[config.mk]
export PLATFORM = sky130hd
export DESIGN_NAME = pipe_ctrl
export DESIGN_NICKNAME = d
export VERILOG_FILES = /design/src/rtl/pipe_ctrl.sv
export SDC_FILE = /design/constraint.sdc
export NUM_CORES = 1
export LEC_CHECK = 0
export CORE_MARGIN = 10
export CORE_UTILIZATION = 40
export DETAILED_ROUTE_END_ITERATION = 10
export HOLD_SLACK_MARGIN = 0.06
export PLACE_DENSITY_LB_ADDON = 0.08
export SLEW_MARGIN = 25
export SYNTH_ARGS = -nofsm -noshare
export SYNTH_HDL_FRONTEND = slang
export SYNTH_SLANG_ARGS = --single-unit
[constraint.sdc]
create_clock -name clk -period 3.2 [get_ports clk]
set_clock_uncertainty 0.1 [all_clocks]
set_input_delay 0.8 -clock clk [delete_from_list [all_inputs] [get_ports clk]]
set_output_delay 0.8 -clock clk [all_outputs]
set_load 0.05 [all_outputs]
[src/rtl/pipe_ctrl.sv]
// ---------------------------------------------------------------------------
// pipe_ctrl -- hazard, stall, flush and halt controller for a 5-stage pipeline.
//
// Build option: define PIPE_CTRL_FORWARD_EN when the datapath forwards from
// EX/MEM and MEM/WB. Then only load-use hazards stall. Without it, any RAW
// dependency on the ID/EX or EX/MEM destination stalls.
//
// Ports
//   clk, rst               clock, synchronous active-high reset
//   id_rs, id_rt           source registers of the instruction in ID
//   id_rs_vld, id_rt_vld   the source register is actually read
//   idex_reg_write         ID/EX writes a register
//   idex_mem_read          ID/EX is a load
//   idex_write_reg         ID/EX destination
//   exmem_reg_write        EX/MEM writes a register
//   exmem_write_reg        EX/MEM destination
//   exmem_halt             halt instruction has reached MEM
//   mem_redirect           taken branch / jump resolved in MEM
//   imem_stall, dmem_stall instruction / data memory not done this cycle
//   pc_write, ifid_write   PC and IF/ID load enables
//   ifid_flush, idex_flush, exmem_flush  load a bubble into that register
//   freeze                 every pipeline register holds its value
//   halted                 processor stopped (sticky until rst)
//   stall_cycles           count of non-advancing cycles (wraps)
//   err                    watchdog error, sticky until rst
//
// Handshake: the memories report "not done" by holding imem_stall/dmem_stall
// high for as many cycles as they need; the controller samples them every
// cycle and never waits on any other acknowledgement.
// ---------------------------------------------------------------------------
module pipe_ctrl (
    input  logic        clk,
    input  logic        rst,
    input  logic [2:0]  id_rs,
    input  logic [2:0]  id_rt,
    input  logic        id_rs_vld,
    input  logic        id_rt_vld,
    input  logic        idex_reg_write,
    input  logic        idex_mem_read,
    input  logic [2:0]  idex_write_reg,
    input  logic        exmem_reg_write,
    input  logic [2:0]  exmem_write_reg,
    input  logic        exmem_halt,
    input  logic        mem_redirect,
    input  logic        imem_stall,
    input  logic        dmem_stall,
    output logic        pc_write,
    output logic        ifid_write,
    output logic        ifid_flush,
    output logic        idex_flush,
    output logic        exmem_flush,
    output logic        freeze,
    output logic        halted,
    output logic [15:0] stall_cycles,
    output logic        err
);

    localparam logic [1:0] ST_RUN    = 2'd0;
    localparam logic [1:0] ST_DSTALL = 2'd1;
    localparam logic [1:0] ST_HALT   = 2'd2;

    // Watchdog fires after this many consecutive frozen cycles.
    localparam logic [6:0] WD_LIMIT = 7'd64;

    logic [1:0] state;
    logic [1:0] state_next;
    logic [6:0] wd_cnt;

    // -----------------------------------------------------------------------
    // Hazard detection
    // -----------------------------------------------------------------------
    logic ex_qual;
    logic mem_qual;
    logic hazard;

`ifdef PIPE_CTRL_FORWARD_EN
    // Forwarding covers everything except a load whose data is not yet read.
    assign ex_qual  = idex_reg_write & idex_mem_read;
    assign mem_qual = 1'b0;
    logic unused_exmem;
    assign unused_exmem = ^{exmem_reg_write, exmem_write_reg};
`else
    assign ex_qual  = idex_reg_write;
    assign mem_qual = exmem_reg_write;
`endif

    // MEM/WB is not checked: the register file writes in the first half-cycle.
    assign hazard =
        (id_rs_vld & ((ex_qual  & (id_rs == idex_write_reg)) |
                      (mem_qual & (id_rs == exmem_write_reg)))) |
        (id_rt_vld & ((ex_qual  & (id_rt == idex_write_reg)) |
                      (mem_qual & (id_rt == exmem_write_reg))));

    // -----------------------------------------------------------------------
    // Priority rules applied whenever the pipeline is not frozen (RUN, or the
    // release cycle of DSTALL). A redirect that arrived during a data stall
    // is still sitting in the frozen EX/MEM register, so it is honoured here.
    // -----------------------------------------------------------------------
    logic bf_pc_write;
    logic bf_ifid_write;
    logic bf_ifid_flush;
    logic bf_idex_flush;
    logic bf_exmem_flush;
    logic bf_halt;

    always_comb begin
        bf_pc_write    = 1'b0;
        bf_ifid_write  = 1'b0;
        bf_ifid_flush  = 1'b0;
        bf_idex_flush  = 1'b0;
        bf_exmem_flush = 1'b0;
        bf_halt        = 1'b0;
        if (mem_redirect) begin
            bf_pc_write    = 1'b1;
            bf_ifid_flush  = 1'b1;
            bf_idex_flush  = 1'b1;
            bf_exmem_flush = 1'b1;
        end else if (exmem_halt) begin
            bf_ifid_flush = 1'b1;
            bf_idex_flush = 1'b1;
            bf_halt       = 1'b1;
        end else if (hazard) begin
            bf_idex_flush = 1'b1;
        end else if (imem_stall) begin
            bf_ifid_flush = 1'b1;
        end else begin
            bf_pc_write   = 1'b1;
            bf_ifid_write = 1'b1;
        end
    end

    // -----------------------------------------------------------------------
    // FSM outputs and next state
    // -----------------------------------------------------------------------
    always_comb begin
        state_next  = state;
        pc_write    = 1'b0;
        ifid_write  = 1'b0;
        ifid_flush  = 1'b0;
        idex_flush  = 1'b0;
        exmem_flush = 1'b0;
        freeze      = 1'b0;
        if (rst) begin
            // Fill the pipe with bubbles while reset is held.
            state_next  = ST_RUN;
            ifid_flush  = 1'b1;
            idex_flush  = 1'b1;
            exmem_flush = 1'b1;
        end else begin
            case (state)
                ST_RUN, ST_DSTALL: begin
                    if (dmem_stall) begin
                        freeze     = 1'b1;
                        state_next = ST_DSTALL;
                    end else begin
                        pc_write    = bf_pc_write;
                        ifid_write  = bf_ifid_write;
                        ifid_flush  = bf_ifid_flush;
                        idex_flush  = bf_idex_flush;
                        exmem_flush = bf_exmem_flush;
                        state_next  = bf_halt ? ST_HALT : ST_RUN;
                    end
                end
                ST_HALT: begin
                    // Front end held empty; EX/MEM and MEM/WB drain normally.
                    ifid_flush = 1'b1;
                    idex_flush = 1'b1;
                end
                default: begin
                    state_next = ST_RUN;
                end
            endcase
        end
    end

    // -----------------------------------------------------------------------
    // State, sticky flags, stall counter, watchdog
    // -----------------------------------------------------------------------
    always_ff @(posedge clk) begin
        if (rst) begin
            state        <= ST_RUN;
            halted       <= 1'b0;
            err          <= 1'b0;
            stall_cycles <= 16'd0;
            wd_cnt       <= 7'd0;
        end else begin
            state <= state_next;
            if (state_next == ST_HALT) begin
                halted <= 1'b1;
            end
            if (!pc_write && (state != ST_HALT)) begin
                stall_cycles <= stall_cycles + 16'd1;
            end
            // Counts consecutive frozen cycles, including the cycle that
            // enters DSTALL; saturates at the limit.
            if (freeze) begin
                if (wd_cnt != WD_LIMIT) begin
                    wd_cnt <= wd_cnt + 7'd1;
                end
                if (wd_cnt == WD_LIMIT - 7'd1) begin
                    err <= 1'b1;
                end
            end else begin
                wd_cnt <= 7'd0;
            end
        end
    end

endmodule

# After elaboration in Yosys (flattened, before gate mapping)

Index checks and enable logic that the tools add are counted.

Bits in registers: 27
Bits in latches: 0
Memory bits (writable): 0
Memory bits (read-only): 0
Input bits: 23
Output and inout bits: 24
Logic and storage cells: 70
Memories: 0

$add $sub $neg: 2
$mul: 0
Div/mod/pow operators: 0
Magnitude comparators: 0
Eq/ne operators: 10
Shifts and indexed selects: 0
Multiplexer cells: 37
Bitwise logic cells: 10
Reduce and logical (&&, ||, !) cells: 6

Operator list:

| kind                    | count |
|---|---|
| $mux W1                 | 31 |
| $add A16 B1 Y16 const B | 1 |
| $eq A3 B3 Y1            | 4 |
| $add A7 B1 Y7 const B   | 1 |
| $eq A7 B6 Y1 const B    | 1 |
| $ne A7 B7 Y1 const B    | 1 |
| $and A1 B1 Y1           | 6 |
| $mux W2                 | 3 |
| $eq A2 B2 Y1 const B    | 2 |
| $pmux W1 S2             | 2 |
| $pmux W2 S2             | 1 |
| $reduce_or A2 Y1        | 2 |
| $or A1 B1 Y1            | 3 |
| $eq A2 B1 Y1 const B    | 1 |
| $logic_not A2 Y1        | 1 |
| $ne A2 B2 Y1 const B    | 1 |
| $reduce_and A2 Y1       | 1 |
| $logic_and A1 B1 Y1     | 1 |
| $logic_not A1 Y1        | 1 |
| $not A1 Y1              | 1 |

# Logic depth before layout (Yosys ltp)

Gate-level depths: netlist of the first run.

Depth in word-level cells: 13
Depth in mapped cells: 7
Gate-level depth less buffers: 6

# Least setup slack after synthesis of the first run

No wires, ideal clock.

Path kind: input to output
From: input exmem_write_reg[0]
To: output ifid_write
Data arrival time: 2.647 ns
Path slack: -0.347 ns
Cell stages on the path: 4
Buffers on the path: 0
Cell sequence: xnor2_1 > nand4_1 > a21boi_2 > nor4_1

Cells in the longest elaborated chain, start to end: 11
Elaborated cells on any way between the ends: 15
Those cells by class: eq/ne (2); mux (6); bitwise (7)

RTL lines:

| what                             | line   | text |
|---|---|---|
| start: declaration               | 42     | `input logic [2:0] exmem_write_reg,` |
| $eq A3 B3 Y1 (on tied branches)  | 90, 92 |  |
| $and A1 B1 Y1 (on tied branches) | 90, 92 |  |
| $or A1 B1 Y1 (on tied branches)  | 89, 91 |  |
| $and A1 B1 Y1 (on tied branches) | 89, 91 |  |
| $or A1 B1 Y1 *                   | 90     | `(mem_qual & (id_rs == exmem_write_reg)))) \|` |
| $mux W1 *                        | 122    | `end else if (hazard) begin` |
| $mux W1 *                        | 118    | `end else if (exmem_halt) begin` |
| $mux W1 *                        | 113    | `if (mem_redirect) begin` |
| $mux W1 *                        | 152    | `if (dmem_stall) begin` |
| $mux W1 *                        | 150    | `case (state)` |
| $mux W1 *                        | 143    | `if (rst) begin` |
| end: declaration                 | 48     | `output logic ifid_write,` |

Every way passes the cells marked *; elsewhere a longest branch is shown, timed or not.

# Worst setup path in the final report of the first run

From: input idex_reg_write
To: output ifid_flush

Cells in the longest elaborated chain, start to end: 10
Elaborated cells on any way between the ends: 13
Those cells by class: mux (6); bitwise (7)

RTL lines:

| what                             | line   | text |
|---|---|---|
| start: declaration               | 38     | `input logic idex_reg_write,` |
| $and A1 B1 Y1 (on tied branches) | 89, 91 |  |
| $or A1 B1 Y1 (on tied branches)  | 89, 91 |  |
| $and A1 B1 Y1 (on tied branches) | 89, 91 |  |
| $or A1 B1 Y1 *                   | 90     |  |
| $mux W1 *                        | 122    |  |
| $mux W1 *                        | 118    |  |
| $mux W1 *                        | 113    |  |
| $mux W1 *                        | 152    |  |
| $pmux W1 S2 *                    | 150    |  |
| $mux W1 *                        | 143    |  |
| end: declaration                 | 49     | `output logic ifid_flush,` |

Marks and branches as above.

==> flow_metrics.env, run 1 <==
export IMPL_grt_pass1_wl_um=6410
export IMPL_rows=22
export IMPL_max_slew_worst_pin_slew_ps=905
export IMPL_synth_fa_ha_area_share_pct=2.53
export IMPL_cpMaxStageDelayCell="clkdlybuf4s50_1"
export IMPL_clock_sinks=27
export IMPL_finalMaxSlewViolations=0
export IMPL_setup_tns_ps=0
export IMPL_synth_simple_area_share_pct=29.0
export IMPL_ctsLongestPathBuffers=2
export IMPL_status="complete, no violations"
export IMPL_cp_buffers_inverters=2
export IMPL_hpwlAfterDp_um=3110
export IMPL_syn2layout_area_growth_pct=42.5
export IMPL_drive_gt1_share_pct=10.4
export IMPL_grt_setup_unrepaired="yes"
export IMPL_gp_congestion=0.748
export IMPL_crit_arrival_ps=2210
export IMPL_fin_crit_ps=3110
export IMPL_dpl_cell_area_sq_um=2080
export IMPL_holdBufCountCts=0
export IMPL_clockRootBuffer="clkbuf_8"
export IMPL_antenna_found_initial=0
export IMPL_yosys_register_bits=27
export IMPL_post_place_cells=274
export IMPL_postCtsSetupBuffers=0
export IMPL_dieArea_sq_um=6550
export IMPL_avgViaCountPerCell=5.18
export IMPL_synth_xor_area_share_pct=10.6
export IMPL_syn_area_sq_um=1490
export IMPL_synthMuxAreaShare_pct=1.43
export IMPL_setup_violations=0
export IMPL_max_cap_violations=0
export IMPL_synth_cell_type_count=35
export IMPL_cp_required_ps=2300
export IMPL_power_density_nw_per_um2=332
export IMPL_synth_top_family_by_area="simple AND/OR/NAND/NOR gates"
export IMPL_slew_headroom_pct=39.4
export IMPL_synthCells=179
export IMPL_synth_compound_area_share_pct=16.0
export IMPL_overflow=0
export IMPL_wl_um=3820
export IMPL_tritoncts="done"
export IMPL_wl_per_cell_um=13.7
export IMPL_die_h_um=80.9
export IMPL_startpoint_type="input port"
export IMPL_final_nets=257
export IMPL_drt_iter0_drc=69
export IMPL_first_pass_iters=4
export IMPL_total_power_mw=0.702
export IMPL_avgSynthCellArea_sq_um=8.30
export IMPL_diodes=0
export IMPL_cpPeakStageDelay_ps=500
export IMPL_grt_pass1_vias=1472
export IMPL_io_buffer_count=45
export IMPL_grt_max_degree=22
export IMPL_htreeDepth=1
export IMPL_initial_core_util_pct=40.9
export IMPL_max_clock_freq_ghz=0.322
export IMPL_syn_nets=205
export IMPL_ios=47
export IMPL_path_cells="clkdlybuf4s50_1 -> nand4_1 -> a21boi_2 -> nor3b_1 -> o31ai_1 -> nand3_1 -> buf_6"
export IMPL_ant_nets=0
export IMPL_path_clk_slew_ps=80
export IMPL_p_leak_nw=0.760
export IMPL_grt_use_total_pct=11.8
export IMPL_layout_cells_non_filler=278
export IMPL_fp_dieW_um=80.9
export IMPL_path_delay_family="buffers and inverters"
export IMPL_vias=1441
export IMPL_cp_end_kind="primary output"
export IMPL_stdcell_area_sq_um=2120
export IMPL_yosysSeqAreaShare_pct=36.4
export IMPL_fillers=344
export IMPL_hold_viol=0
export IMPL_cp_max_fo=3
export IMPL_cts_buffers=3
export IMPL_drc=0
export IMPL_post_route_period_util_pct=97.1
export IMPL_yosys_warnings=0
export IMPL_insertion_delay_ps=270
export IMPL_criticalPathCategory="input port to primary output"
export IMPL_ir_drop_mv=0.229
export IMPL_min_path_type="register to register"
export IMPL_core_area_sq_um=3630
-- registers in the layout, indices dropped and copies added, names as in the netlist --
name and cells:
err 1, halted 1, state 2, wd_cnt 7, stall_cycles 16
-- path summary, 6_finish.rpt --
| kind | startpoint | cells after the start | endpoint | slack [ps] |
|---|---|---|---|---|
| worst max-delay path | idex_reg_write | 7 | ifid_flush | 90 |
| worst min-delay path | err | 2 | err | 380 |
| worst max register to register | state[1] | 5 | stall_cycles[5] | 1090 |
| worst min register to register | err | 2 | err | 380 |
-- worst min-delay path: cells and delay by family (launching register included) --
| family | cells | cell delay, ps |
|---|---|---|
| buffers and inverters | 1 | 50 |
| flip-flops | 1 | 320 |
| AO/OA/AOI/OAI | 1 | 60 |
-- synth_stat cells --
cell type | number | area share (%)
nor2_1 | 17 | 4.3
buf_6 | 1 | 0.76
o32ai_1 | 1 | 0.59
ha_1 | 3 | 2.5
nor3_1 | 2 | 0.67
inv_1 | 9 | 2.3
or4_1 | 8 | 4.0
o21a_1 | 3 | 1.5
dfxtp_1 | 27 | 36
buf_1 | 2 | 0.51
nor2b_1 | 1 | 0.42
nand2b_1 | 1 | 0.42
mux2_2 | 1 | 0.76
and4_1 | 1 | 0.59
mux2i_1 | 1 | 0.67
nand3_1 | 9 | 3.0
o21ai_0 | 5 | 1.7
nor4_1 | 3 | 1.3
or3_1 | 6 | 2.5
xor2_1 | 3 | 1.8
nor3b_1 | 2 | 1.0
xnor2_1 | 15 | 8.8
nand3_2 | 1 | 0.67
clkbuf_1 | 2 | 0.51
nor3_2 | 1 | 0.67
a21oi_1 | 15 | 5.1
o41ai_1 | 1 | 0.59
nand2_1 | 14 | 3.5
and3_1 | 2 | 0.84
o31ai_1 | 10 | 5.1
or4b_1 | 1 | 0.67
nand2b_4 | 1 | 0.93
a21boi_2 | 2 | 1.5
and2_1 | 1 | 0.42
nand4_1 | 7 | 2.9
-- metrics by stage --
step | worst slack [ps] | util (%) | hold WS, ps
after global placement | -34.4 | 57.1 | 363
final | 93.6 | 58.3 | 376
after detailed placement | -135 | 57.1 | 359
after floorplan | 225 | - | 376
after global routing | -16.5 | 58.3 | 405
after CTS | 71.1 | 58.1 | 379
-- routing by layer --
layer / part of all wire [%] / wire length, um / vias to the layer above / GRT usage, %
li1: - / - / 755 / -
met1: 41 / 1560 / 657 / 11.7
met2: 52 / 1970 / 29 / 22.5
met3: 7.6 / 290 / 0 / 5.30
met4: 0 / 0 / 0 / 1.56
met5: 0 / 0 / - / 0
-- placed cells by master, fill, tap and decap left out, types with 2 or more instances in the layout --
master           netlist  layout
dlygate4sd2_1          0      12
nor4_1                 3       2
clkbuf_8               0       3
nand2_1               14      14
nor3_1                 2       2
o31ai_1               10      10
and3_1                 2       2
xor2_1                 3       3
a21boi_2               2       2
o21ai_0                5       5
o21a_1                 3       3
nand4_1                7       7
nand3_1                9       9
dfxtp_1               27      27
nor3b_1                2       2
inv_1                  9       9
or3_1                  6       6
xnor2_1               15      14
buf_12                 0       5
nor2_1                17      17
a21oi_1               15      15
ha_1                   3       3
buf_4                  0       7
or4_1                  8       8
clkdlybuf4s50_1        0      27
-- layout make-up --
type                    count  area [sq um]  share of cell area, %
multi-input cells         138           898                   42.4
flip-flops and latches     27           541                   25.5
repair buffers             52           539                   25.5
well taps                  48          60.1                   2.84
clock buffers               4          45.0                   2.13
inverters                   9          33.8                   1.60
-- report_power, final --
group | leakage, nW | internal (mW) | total (mW) | switching, mW
clock | 0.0228 | 0.0890 | 0.189 | 0.100
sequential | 0.219 | 0.344 | 0.352 | 0.00785
combinational | 0.519 | 0.0730 | 0.162 | 0.0885
total | 0.760 | 0.506 | 0.702 | 0.197
-- cell families after synthesis --
logic type	Yosys count
and+or+nand+nor	78
adders and majority gates	3
muxes	2
xor gates and xnor gates	18
buffers and inverters	14
AOI/OAI and AO/OA	37
DFF	27
-- what timing repair did --
action                                  CTS  global route
resized for setup                        13             1
endpoints found under the setup margin    4             2
pin swaps                                 7             4
Power figures use the tool's default switching activity.
==> inputs of run 2 (changes only) <==
Settings changed: SETUP_SLACK_MARGIN from default to 0.15.
==> flow_metrics.env, run 2 (same netlist as run 1, synthesis figures left out) <==
export IMPL_first_pass_iters=4
export IMPL_seq_area_sq_um=541
export IMPL_fp_dieW_um=80.9
export IMPL_die_h_um=80.9
export IMPL_ant_nets=0
export IMPL_clock_sinks=27
export IMPL_post_route_period_util_pct=93.6
export IMPL_grt_pass1_wl_um=6420
export IMPL_holdBufCountCts=0
export IMPL_layout_cells_non_filler=279
export IMPL_clockRootBuffer="clkbuf_8"
export IMPL_grt_pass1_vias=1463
export IMPL_wl_met2_um=2010
export IMPL_criticalPathCategory="input port to primary output"
export IMPL_cp_end_kind="primary output"
export IMPL_io_buffer_count=45
export IMPL_initial_core_util_pct=40.9
export IMPL_grt_setup_unrepaired="yes"
export IMPL_drt_iter0_drc=45
export IMPL_cp_max_fo=4
export IMPL_drive_gt1_share_pct=18.6
export IMPL_met3_length_um=316
export IMPL_diodes=0
export IMPL_r2r_end="stall_cycles[5]"
export IMPL_fillers=330
export IMPL_syn2layout_area_growth_pct=46.7
export IMPL_reg2reg_from="state[1]"
export IMPL_path_clk_slew_ps=80
export IMPL_wl_per_cell_um=13.9
export IMPL_hold_worst_slack_ps=378
export IMPL_dr_max_layer_used="met4"
export IMPL_slew_headroom_pct=38.0
export IMPL_overflow=0
export IMPL_finalMaxSlewViolations=0
export IMPL_vias=1457
export IMPL_layout_common_cells="27 x dfxtp_1, 24 x clkdlybuf4s50_1, 17 x nor2_1, 15 x a21oi_1, 14 x nand2_1"
export IMPL_multiInputGateArea_sq_um=971
export IMPL_gp_congestion=0.748
export IMPL_max_cap_violations=0
export IMPL_crit_arrival_ps=2090
export IMPL_grt_use_total_pct=11.8
export IMPL_hp_start="err"
export IMPL_insertion_delay_ps=270
export IMPL_top_register="stall_cycles"
export IMPL_tritoncts="done"
export IMPL_wl_met1_um=1550
export IMPL_fin_crit_ps=2990
export IMPL_holdPathStages=2
export IMPL_cts_buffers=3
export IMPL_grt_max_degree=22
export IMPL_final_common_cell="dfxtp_1"
export IMPL_dieArea_sq_um=6550
export IMPL_antenna_found_initial=0
export IMPL_status="complete, no violations"
export IMPL_cp_required_ps=2300
export IMPL_setup_tns_ps=0
export IMPL_drc=0
export IMPL_rows=22
export IMPL_reg2reg_setup_slack_ps=1140
export IMPL_p_leak_nw=0.803
export IMPL_hpwlAfterDp_um=3110
export IMPL_ir_drop_mv=0.229
export IMPL_avgViaCountPerCell=5.22
export IMPL_ios=47
export IMPL_max_slew_worst_pin_slew_ps=925
export IMPL_htreeDepth=1
export IMPL_min_path_type="register to register"
export IMPL_hold_path_end="err"
export IMPL_power_density_nw_per_um2=328
export IMPL_core_area_sq_um=3630
export IMPL_largest_register_ffs=16
export IMPL_hold_viol=0
export IMPL_ctsLongestPathBuffers=2
export IMPL_wl_um=3890
export IMPL_rr_worst_depth=5
export IMPL_post_place_cells=274
export IMPL_max_clock_freq_ghz=0.334
export IMPL_top_regs="stall_cycles x16, wd_cnt x7, state x2"
export IMPL_startpoint_type="input port"
export IMPL_setup_violations=0
export IMPL_final_nets=258
export IMPL_total_power_mw=0.714
## run 2: cell type report
cell class | instances | share of cell area [%]
multi-input cells | 138 | 44.6
inverters | 9 | 1.55
repair buffers | 53 | 24.2
clock buffers | 4 | 2.07
flip-flops and latches | 27 | 24.8
well taps | 48 | 2.76
## run 2: power by group
group / internal, mW / leakage (nW) / total [mW] / switching (mW)
clock: 0.0890 / 0.0228 / 0.190 / 0.101
combinational: 0.0781 / 0.561 / 0.172 / 0.0942
sequential: 0.344 / 0.219 / 0.352 / 0.00795
total: 0.511 / 0.803 / 0.714 / 0.203
## run 2: how the worst max path moves through the flow
stage,start,to,slack (ps)
after floorplan,exmem_write_reg[0],ifid_write,220
after global placement,id_rs[1],ifid_flush,-30
after detailed placement,id_rs[1],stall_cycles[5],-140
after CTS,dmem_stall,ifid_write,150
after global routing,id_rs_vld,pc_write,110
final,id_rt_vld,idex_flush,210
## run 2: metal layers
layer | GRT usage, % | vias up
met4 | 1.56 | 0
li1 | - | 756
met1 | 11.7 | 662
met5 | 0 | -
met2 | 22.5 | 37
met3 | 5.52 | 2
## run 2: timing repair
action	CTS	global route
resized for setup	28	24
buffers inserted	0	1
setup endpoints to repair	4	4
hold endpoints to repair	0	0
pin swaps	14	17
## run 2: worst max-delay path, cell delays in order
cell,delay (ps)
clkdlybuf4s50_1,390
a21boi_2,170
buf_6,130
o41ai_4,280
nand3_2,140
buf_12,170
## run 2: per-stage QoR
step	cell area [sq um]	worst slack (ps)	util (%)
after global placement	2080	-34.4	57.1
after floorplan	1490	225	-
final	2180	206	60.0
after detailed placement	2080	-135	57.1
after CTS	2130	154	58.5
after global routing	2180	112	60.0
